### src/rtl/booth_seq_mult.sv
// Sequential signed Booth multiplier: one recoding step per RUN cycle, fixed latency.
// Define BOOTH_RADIX4_EN for radix-4 recoding (WIDTH/2 steps); default build is radix-2.
module booth_seq_mult #(
   parameter int WIDTH = 8
) (
   input  logic               clk,
   input  logic               rst_n,
   input  logic               start,
   input  logic [WIDTH-1:0]   a,
   input  logic [WIDTH-1:0]   b,
   output logic               busy,
   output logic               done,
   output logic [2*WIDTH-1:0] p
);

   // Two guard bits keep +/-2A on the most negative multiplicand representable.
   localparam int AW = WIDTH + 2;
   localparam int CW = $clog2(WIDTH + 1);
`ifdef BOOTH_RADIX4_EN
   localparam int STEPS = WIDTH / 2;
`else
   localparam int STEPS = WIDTH;
`endif
   localparam logic [CW-1:0] N_LOAD = CW'(STEPS);

   typedef enum logic [1:0] {
      IDLE,
      RUN,
      DONE
   } state_t;

   state_t           state_q, state_d;
   logic [WIDTH-1:0] mcand_q;
   logic [WIDTH-1:0] mplr_q;
   logic [AW-1:0]    acc_q;
   logic             qm1_q;
   logic [CW-1:0]    cnt_q;

   logic [AW-1:0]    a_ext;
   logic [AW-1:0]    sum;
   logic [AW-1:0]    acc_nx;
   logic [WIDTH-1:0] mplr_nx;
   logic             qm1_nx;

   assign a_ext = {{2{mcand_q[WIDTH-1]}}, mcand_q};

`ifdef BOOTH_RADIX4_EN
   logic [AW-1:0] a_ext2;
   assign a_ext2 = {a_ext[AW-2:0], 1'b0};

   always_comb begin
      sum     = acc_q;
      acc_nx  = acc_q;
      mplr_nx = mplr_q;
      qm1_nx  = qm1_q;
      case ({mplr_q[1:0], qm1_q})
         3'b001, 3'b010: sum = acc_q + a_ext;
         3'b011:         sum = acc_q + a_ext2;
         3'b100:         sum = acc_q - a_ext2;
         3'b101, 3'b110: sum = acc_q - a_ext;
         default:        sum = acc_q;
      endcase
      acc_nx  = {{2{sum[AW-1]}}, sum[AW-1:2]};
      mplr_nx = {sum[1:0], mplr_q[WIDTH-1:2]};
      qm1_nx  = mplr_q[1];
   end
`else
   always_comb begin
      sum     = acc_q;
      acc_nx  = acc_q;
      mplr_nx = mplr_q;
      qm1_nx  = qm1_q;
      case ({mplr_q[0], qm1_q})
         2'b01:   sum = acc_q + a_ext;
         2'b10:   sum = acc_q - a_ext;
         default: sum = acc_q;
      endcase
      acc_nx  = {sum[AW-1], sum[AW-1:1]};
      mplr_nx = {sum[0], mplr_q[WIDTH-1:1]};
      qm1_nx  = mplr_q[0];
   end
`endif

   // RUN spends one extra cycle at count zero to write p, giving N+1 cycles to DONE.
   always_comb begin
      state_d = state_q;
      case (state_q)
         IDLE:    if (start) state_d = RUN;
         RUN:     if (cnt_q == '0) state_d = DONE;
         DONE:    state_d = IDLE;
         default: state_d = IDLE;
      endcase
   end

   always_ff @(posedge clk or negedge rst_n) begin
      if (!rst_n) state_q <= IDLE;
      else        state_q <= state_d;
   end

   always_ff @(posedge clk or negedge rst_n) begin
      if (!rst_n) begin
         mcand_q <= '0;
         mplr_q  <= '0;
         acc_q   <= '0;
         qm1_q   <= 1'b0;
         cnt_q   <= '0;
         p       <= '0;
      end else begin
         case (state_q)
            IDLE: begin
               if (start) begin
                  mcand_q <= a;
                  mplr_q  <= b;
                  acc_q   <= '0;
                  qm1_q   <= 1'b0;
                  cnt_q   <= N_LOAD;
               end
            end
            RUN: begin
               if (cnt_q != '0) begin
                  acc_q  <= acc_nx;
                  mplr_q <= mplr_nx;
                  qm1_q  <= qm1_nx;
                  cnt_q  <= cnt_q - CW'(1);
               end else begin
                  p <= {acc_q[WIDTH-1:0], mplr_q};
               end
            end
            default: ;
         endcase
      end
   end

   assign busy = (state_q != IDLE);
   assign done = (state_q == DONE);

endmodule

### config.mk
export PLATFORM = sky130hd
export DESIGN_NAME = booth_seq_mult
export DESIGN_NICKNAME = d
export VERILOG_FILES = /design/src/rtl/booth_seq_mult.sv
export SDC_FILE = /design/constraint.sdc
export NUM_CORES = 1
export LEC_CHECK = 0
export BUFFER_PORTS_ARGS = -buffer_cell sky130_fd_sc_hd__buf_2
export CAP_MARGIN = 0
export CORE_UTILIZATION = 55
export DETAILED_ROUTE_END_ITERATION = 12
export PLACE_DENSITY = 0.85
export SETUP_SLACK_MARGIN = 0.1
export SLEW_MARGIN = 20
export SYNTH_ARGS = -nofsm -noshare
export SYNTH_HDL_FRONTEND = slang
export SYNTH_SLANG_ARGS = --single-unit
export TNS_END_PERCENT = 50
### constraint.sdc
create_clock -name clk -period 3.55 [get_ports clk]
set_input_delay 0.355 -clock clk [delete_from_list [all_inputs] [get_ports clk]]
set_output_delay 0.355 -clock clk [all_outputs]
set_load 0.03 [all_outputs]
==> flow_metrics.py, run 1 <==
metrics = {
    "synthesis": {
        "yosysUniqueCellTypes": 43,
        "synth_most_common_cell": "nand2_1",
        "synthCells": 298,
        "syn_avg_cell_area_sq_um": 8.68,
        "synthesis.area_sq_mm": 0.00259,
        "yosysWarnings": 0,
        "synth_edf_count": 0,
        "synth_common_cells": "nand2_1, dfrtp_1, a21oi_1",
        "synthFlopType": "dfrtp_1",
        "ys_ff_latch": 48,
        "yosysTopAreaCell": "dfrtp_1",
        "synth_nets": 330,
        "synth_area_leaders": "dfrtp_1, nand2_1, ha_1, xnor2_1, a21oi_1",
        "yosysTopAreaCellShare_pct": 46.4,
        "ys_seq_area_share_pct": 46.4,
        "async_reset_ff_share_pct": 100,
    },
    "worst_setup_path": {
        "start_kind": "register",
        "required_ns": 3.78,
        "path_cells": "inv_1, ha_1, mux2i_1, ha_1, nor2b_1, o31ai_1, o21ai_0, or3_1, a2111o_1, o211ai_2",
        "critical_path.top_delay_family": "compound AO/OA/AOI/OAI gates",
        "cp_common_cell": "ha_1",
        "arrival_ns": 3.24,
        "crit_buf_inv": 1,
        "endpoint_kind": "register",
        "path_max_fanout": 11,
        "worst_path_max_delay_cell": "a2111o_1",
        "max_stage_delay_ns": 0.44,
        "crit_type": "register to register",
    },
    "detailed_routing": {
        "via_per_inst": 5.59,
        "vias": 2135,
        "drtPass1Iterations": 8,
        "remaining_drc_errors": 6,
        "wl_per_cell_um": 13.4,
        "drt_iter0_drc": 192,
        "ant_nets": 0,
        "wirelength_mm": 5.11,
    },
    "floorplan": {
        "io_pins": 37,
        "rows": 24,
        "die_w_um": 70.6,
        "start_util_pct": 58.2,
        "die_area_sq_mm": 0.00498,
        "core-area_sq_mm": 0.00444,
        "die_y_um": 70.6,
    },
    "final_layout": {
        "drive_gt1_share_pct": 15.2,
        "num-nets-final": 362,
        "syn_to_final_growth_pct": 11.1,
        "n_fill_cell": 365,
        "n_antenna_cell": 0,
        "finalNonFillerCells": 382,
    },
    "sta": {
        "finClkSkew_ns": 0.00846,
        "hold_ws_ns": 0.0437,
        "max_freq_mhz": 332,
        "tightest_slew_ns": 1.04,
        "finalMaxSlewViolations": 0,
        "period_minus_slack_ns": 3.01,
        "finalHoldViolations": 0,
        "setup_viol_count_final": 0,
        "relSlewSlack_pct": 30.5,
        "setup_tns_ns": 0,
        "rsz0062_at_grt": "false",
        "period_share_pct": 84.8,
    },
    "clock_tree": {
        "cts_made_buffers": 5,
        "clkTransAtPathRegs_ns": 0.09,
        "cts.repair.resized": 0,
        "cts_max_level": 2,
        "cts_root_buffer": "clkbuf_8",
        "insertion_delay_ns": 0.30,
        "clock-sinks": 48,
        "clock_path_buffers": 2,
        "cts_tree": "done",
        "post_cts_buffers": 0,
        "postCtsHoldBufs": 0,
    },
    "placement": {
        "dp_hpwl_mm": 3.67,
        "place_congestion": 0.876,
        "dp.cells": 375,
        "port_buffers": 36,
    },
    "global_routing": {
        "antenna_found_initial": 0,
        "grt_pass1_wl_mm": 9.00,
        "overflow": 0,
        "track_usage_pct": 23.2,
        "grt_max_degree": 49,
        "grt_pass1_vias": 1995,
    },
    "status": {
        "violations": "design-rule violations",
        "outcome": "finished, violations left",
    },
    "run": {
        "drv_cap": 0,
    },
    "hold_path": {
        "min_path_type": "input pin to async pin",
    },
}
[cells by family (layout without fill, tap and decap cells)]
group	after synthesis	in the layout	synth area share, %
XOR/XNOR	12	12	4.06
flip-flops	48	48	46.4
multiplexers	4	4	1.60
adder cells (fa/ha/maj)	13	13	6.58
AO/OA/AOI/OAI	58	58	14.8
buffers and inverters	26	58	3.97
AND/OR/NAND/NOR	137	137	22.5
[area by class of cell]
class | count | area, sq um | share of cell area (%)
Multi-Input combinational cell | 224 | 1280 | 44.7
Clock buffer | 5 | 68.8 | 2.39
Inverter | 14 | 52.6 | 1.83
Tap cell | 52 | 65.1 | 2.26
Clock inverter | 2 | 12.5 | 0.435
Sequential cell | 48 | 1200 | 41.8
Timing Repair Buffer | 37 | 190 | 6.62
[worst reg2reg max path, cell delays in order, from the launching register on]
cell and delay [ns]:
dfrtp_1 0.36, inv_1 0.07, ha_1 0.39, mux2i_1 0.37
ha_1 0.29, nor2b_1 0.15, o31ai_1 0.27, o21ai_0 0.16
or3_1 0.39, a2111o_1 0.44, o211ai_2 0.06
[path summary, 6_finish.rpt]
path                       start         end  slack (ns)  cells past startpoint
setup reg to reg           qm1_q    acc_q[8]        0.54                     10
hold / removal             rst_n        p[9]        0.04                      1
setup / recovery           qm1_q    acc_q[8]        0.54                     10
hold reg to reg             p[5]        p[5]        0.47                      2
max in group asynchronous  rst_n        p[7]        3.11                      1
min in group clk            a[2]  mcand_q[2]        0.23                      3
[routing by layer]
metal	vias to the layer above	GRT usage [%]	routed length, um	part of all wire [%]
li1	1065	-	-	-
met1	1012	32.7	2450	48
met2	52	36.1	2370	46
met3	6	4.84	222	4.3
met4	0	8.22	72	1.4
met5	-	0	0	0
[cell usage in the layout, fill, tap and decap left out, types with 2 or more instances in the layout]
cell type	count
inv_2	2
buf_2	35
nor3b_1	2
mux2i_1	3
xnor2_1	11
a21oi_1	16
o21a_1	2
o31ai_1	2
nand3_1	13
and2_1	4
o21ai_0	3
o21ai_1	11
nor2_1	15
dfrtp_1	48
ha_1	12
nor2b_1	3
nand2_1	89
buf_4	2
a211oi_1	4
a22oi_1	6
nand2b_1	3
o311ai_1	2
o21bai_1	2
clkbuf_8	5
a21o_1	2
nor3_1	3
inv_1	12
[sequential cells by signal, indices dropped and copies added, names as in the netlist]
signal,count
mcand_q,8
qm1_q,1
acc_q,9
mplr_q,8
state_q,2
p,16
cnt_q,4
[stage by stage]
step	instance area [sq um]	setup slack (ns)	utilization [%]
floorplan	2590	0.841	-
global placement	2790	0.696	62.8
detailed placement	2790	0.575	62.8
CTS	2870	0.527	64.6
global route	2870	0.287	64.7
finish	2870	0.539	64.7
Power of run 1 is not shown: default switching activity piles up to over one toggle a cycle in this logic, so the estimate is an artifact.
==> inputs of run 2 (changes only) <==
- CORE_UTILIZATION: 55 -> 51
- PLACE_DENSITY: 0.85 -> 0.83
- clock period: 3.55 -> 2.4 ns (I/O delays scaled with it)
==> run 2 against run 1 <==
Net effect:
- the run ends with negative setup slack left
- global-route usage increased by 1.3 points
- non-clock buffer count grew 38
- routed wire length grew 17%
- cell count increased by 14%
- sequential share of layout area is 5.5 points lower
- critical path depth is 2 higher
- critical path type unchanged
- first-iteration DRC count fell by 31%
- utilization is 4.0 points higher
- worst setup slack lost 0.78 ns
- fmax increased by 14%
- via count is 10% higher
- final area is 15% higher
==> flow_metrics.py, run 2 (synthesis gave the netlist of run 1 again) <==
metrics = {
    "global_routing": {
        "grt_max_degree": 27,
        "track_usage_pct": 24.5,
        "grt_pass1_vias": 2285,
        "overflow": 0,
        "grt_pass1_wl_mm": 9.96,
        "antenna_found_initial": 0,
    },
    "floorplan": {
        "core-area_sq_mm": 0.00482,
        "start_util_pct": 53.7,
        "die_area_sq_mm": 0.00536,
        "io_pins": 37,
        "die_w_um": 73.2,
        "rows": 25,
        "die_y_um": 73.2,
    },
    "final_layout": {
        "final_cell_mix": "nand2_1, dfrtp_1, buf_4",
        "final_util_pct": 68.7,
        "largest_reg_flops": 16,
        "multi_input_area_sq_mm": 0.00138,
        "top_register": "p",
        "syn_to_final_growth_pct": 27.9,
        "drive_gt1_share_pct": 28.5,
        "n_fill_cell": 410,
        "n_antenna_cell": 0,
        "ff_latch_area_sq_mm": 0.00120,
        "reg.largest.list": "p (16), acc_q (9)",
        "final_area_sq_mm": 0.00331,
        "num-nets-final": 400,
        "final_common_cell": "nand2_1",
    },
    "detailed_routing": {
        "top_layer": "met4",
        "routed-wl-met2_mm": 3.16,
        "vias": 2351,
        "met1_length_mm": 2.51,
        "drtPass1Iterations": 4,
        "wl_per_cell_um": 13.7,
        "drt_iter0_drc": 133,
        "dr_wl_met3_um": 262,
        "via_per_inst": 5.39,
        "remaining_drc_errors": 0,
        "ant_nets": 0,
        "wirelength_mm": 5.99,
    },
    "placement": {
        "port_buffers": 36,
        "place_congestion": 0.925,
        "place_area_sq_mm": 0.00310,
        "dp_hpwl_mm": 4.32,
    },
    "worst_setup_path": {
        "r2r_setup_slack_ns": -0.24,
        "endpoint_kind": "register",
        "required_ns": 2.64,
        "worstReg2RegStart": "mcand_q[2]",
        "r2r_cells": 12,
        "arrival_ns": 2.88,
        "path_max_fanout": 3,
        "reg2reg_to": "acc_q[8]",
        "start_kind": "register",
        "crit_type": "register to register",
        "crit_start": "mcand_q[2]",
        "crit_end": "acc_q[8]",
    },
    "status": {
        "violations": "negative setup slack",
        "outcome": "finished, violations left",
    },
    "sta": {
        "finClkSkew_ns": 0.0122,
        "setup_viol_count_final": 4,
        "finalWorstSetupSlack_ns": -0.245,
        "rsz0062_at_grt": "true",
        "tightest_slew_ns": 0.580,
        "relSlewSlack_pct": 61.2,
        "period_minus_slack_ns": 2.64,
        "finalHoldViolations": 0,
        "max_freq_mhz": 378,
        "period_share_pct": 110,
        "finalMaxSlewViolations": 0,
    },
    "clock_tree": {
        "cts_made_buffers": 5,
        "insertion_delay_ns": 0.31,
        "cts_max_level": 2,
        "clock-sinks": 48,
        "clkTransAtPathRegs_ns": 0.10,
        "cts_tree": "done",
        "post_cts_buffers": 0,
        "clock_path_buffers": 2,
        "cts_root_buffer": "clkbuf_8",
    },
    "hold_path": {
        "min_path_type": "input pin to register",
        "hold_depth": 3,
    },
    "run": {
        "drv_cap": 0,
    },
}
==> run 2: cell types whose count changed in the layout (fill, tap and decap cells not counted), sizes merged <==
cell,delta
dlygate4sd3,+1
buf,+37
bufinv,+1
clkinvlp,-1
clkinv,+1
==> run 2: routing by layer <==
layer,vias to the layer above,global-route usage [%]
met5,-,0
met4,0,6.32
met3,6,4.14
met2,51,45.7
met1,1144,28.8
li1,1150,-
==> run 2: layout make-up <==
class / count / share of cell area, %
Tap cell: 67 / 2.53
Clock buffer: 5 / 2.08
Timing Repair Buffer: 75 / 14.5
Clock inverter: 3 / 1.44
Sequential cell: 48 / 36.3
Multi-Input combinational cell: 224 / 41.6
Inverter: 14 / 1.59
==> run 2: repair_timing <==
item,4_1_cts,5_1_grt
hold buffers,1,0
resized for setup,16,5
hold endpoints to repair,4,0
pin swaps,3,0
setup endpoints to repair,6,7
==> run 2: worst max-delay path, cell delays in order, from the launching register on <==
cell      delay [ns]
dfrtp_1         0.41
nor2_2          0.22
nand2_4         0.09
nor2_4          0.10
a21oi_2         0.07
xnor2_1         0.12
ha_1            0.30
a21o_1          0.19
a21oi_2         0.16
o21bai_1        0.09
or3_1           0.37
a2111o_1        0.39
o211ai_2        0.07
==> run 2: per-stage QoR <==
stage          hold WS (ns)  TNS, ns  cells  setup slack [ns]
2_1_floorplan       -0.0556   -0.223    298            -0.223
3_3_place_gp         0.0678   -0.456    427            -0.251
3_5_place_dp         0.0720   -0.788    427            -0.339
4_1_cts               0.114   -0.290    436            -0.224
5_1_grt               0.119   -0.976    436            -0.353
6_report              0.115   -0.315    436            -0.245
==> run 2: how the worst min path moves through the flow <==
| stage | startpoint | end | slack [ns] |
|---|---|---|---|
| 4_1_cts | a[7] | mcand_q[7] | 0.11 |
| 3_3_place_gp | rst_n | acc_q[5] | 0.07 |
| 5_1_grt | a[7] | mcand_q[7] | 0.12 |
| 3_5_place_dp | rst_n | acc_q[5] | 0.07 |
| 6_report | a[7] | mcand_q[7] | 0.12 |
| 2_1_floorplan | rst_n | acc_q[0] | -0.06 |
Power of run 2 is left out for the same reason.
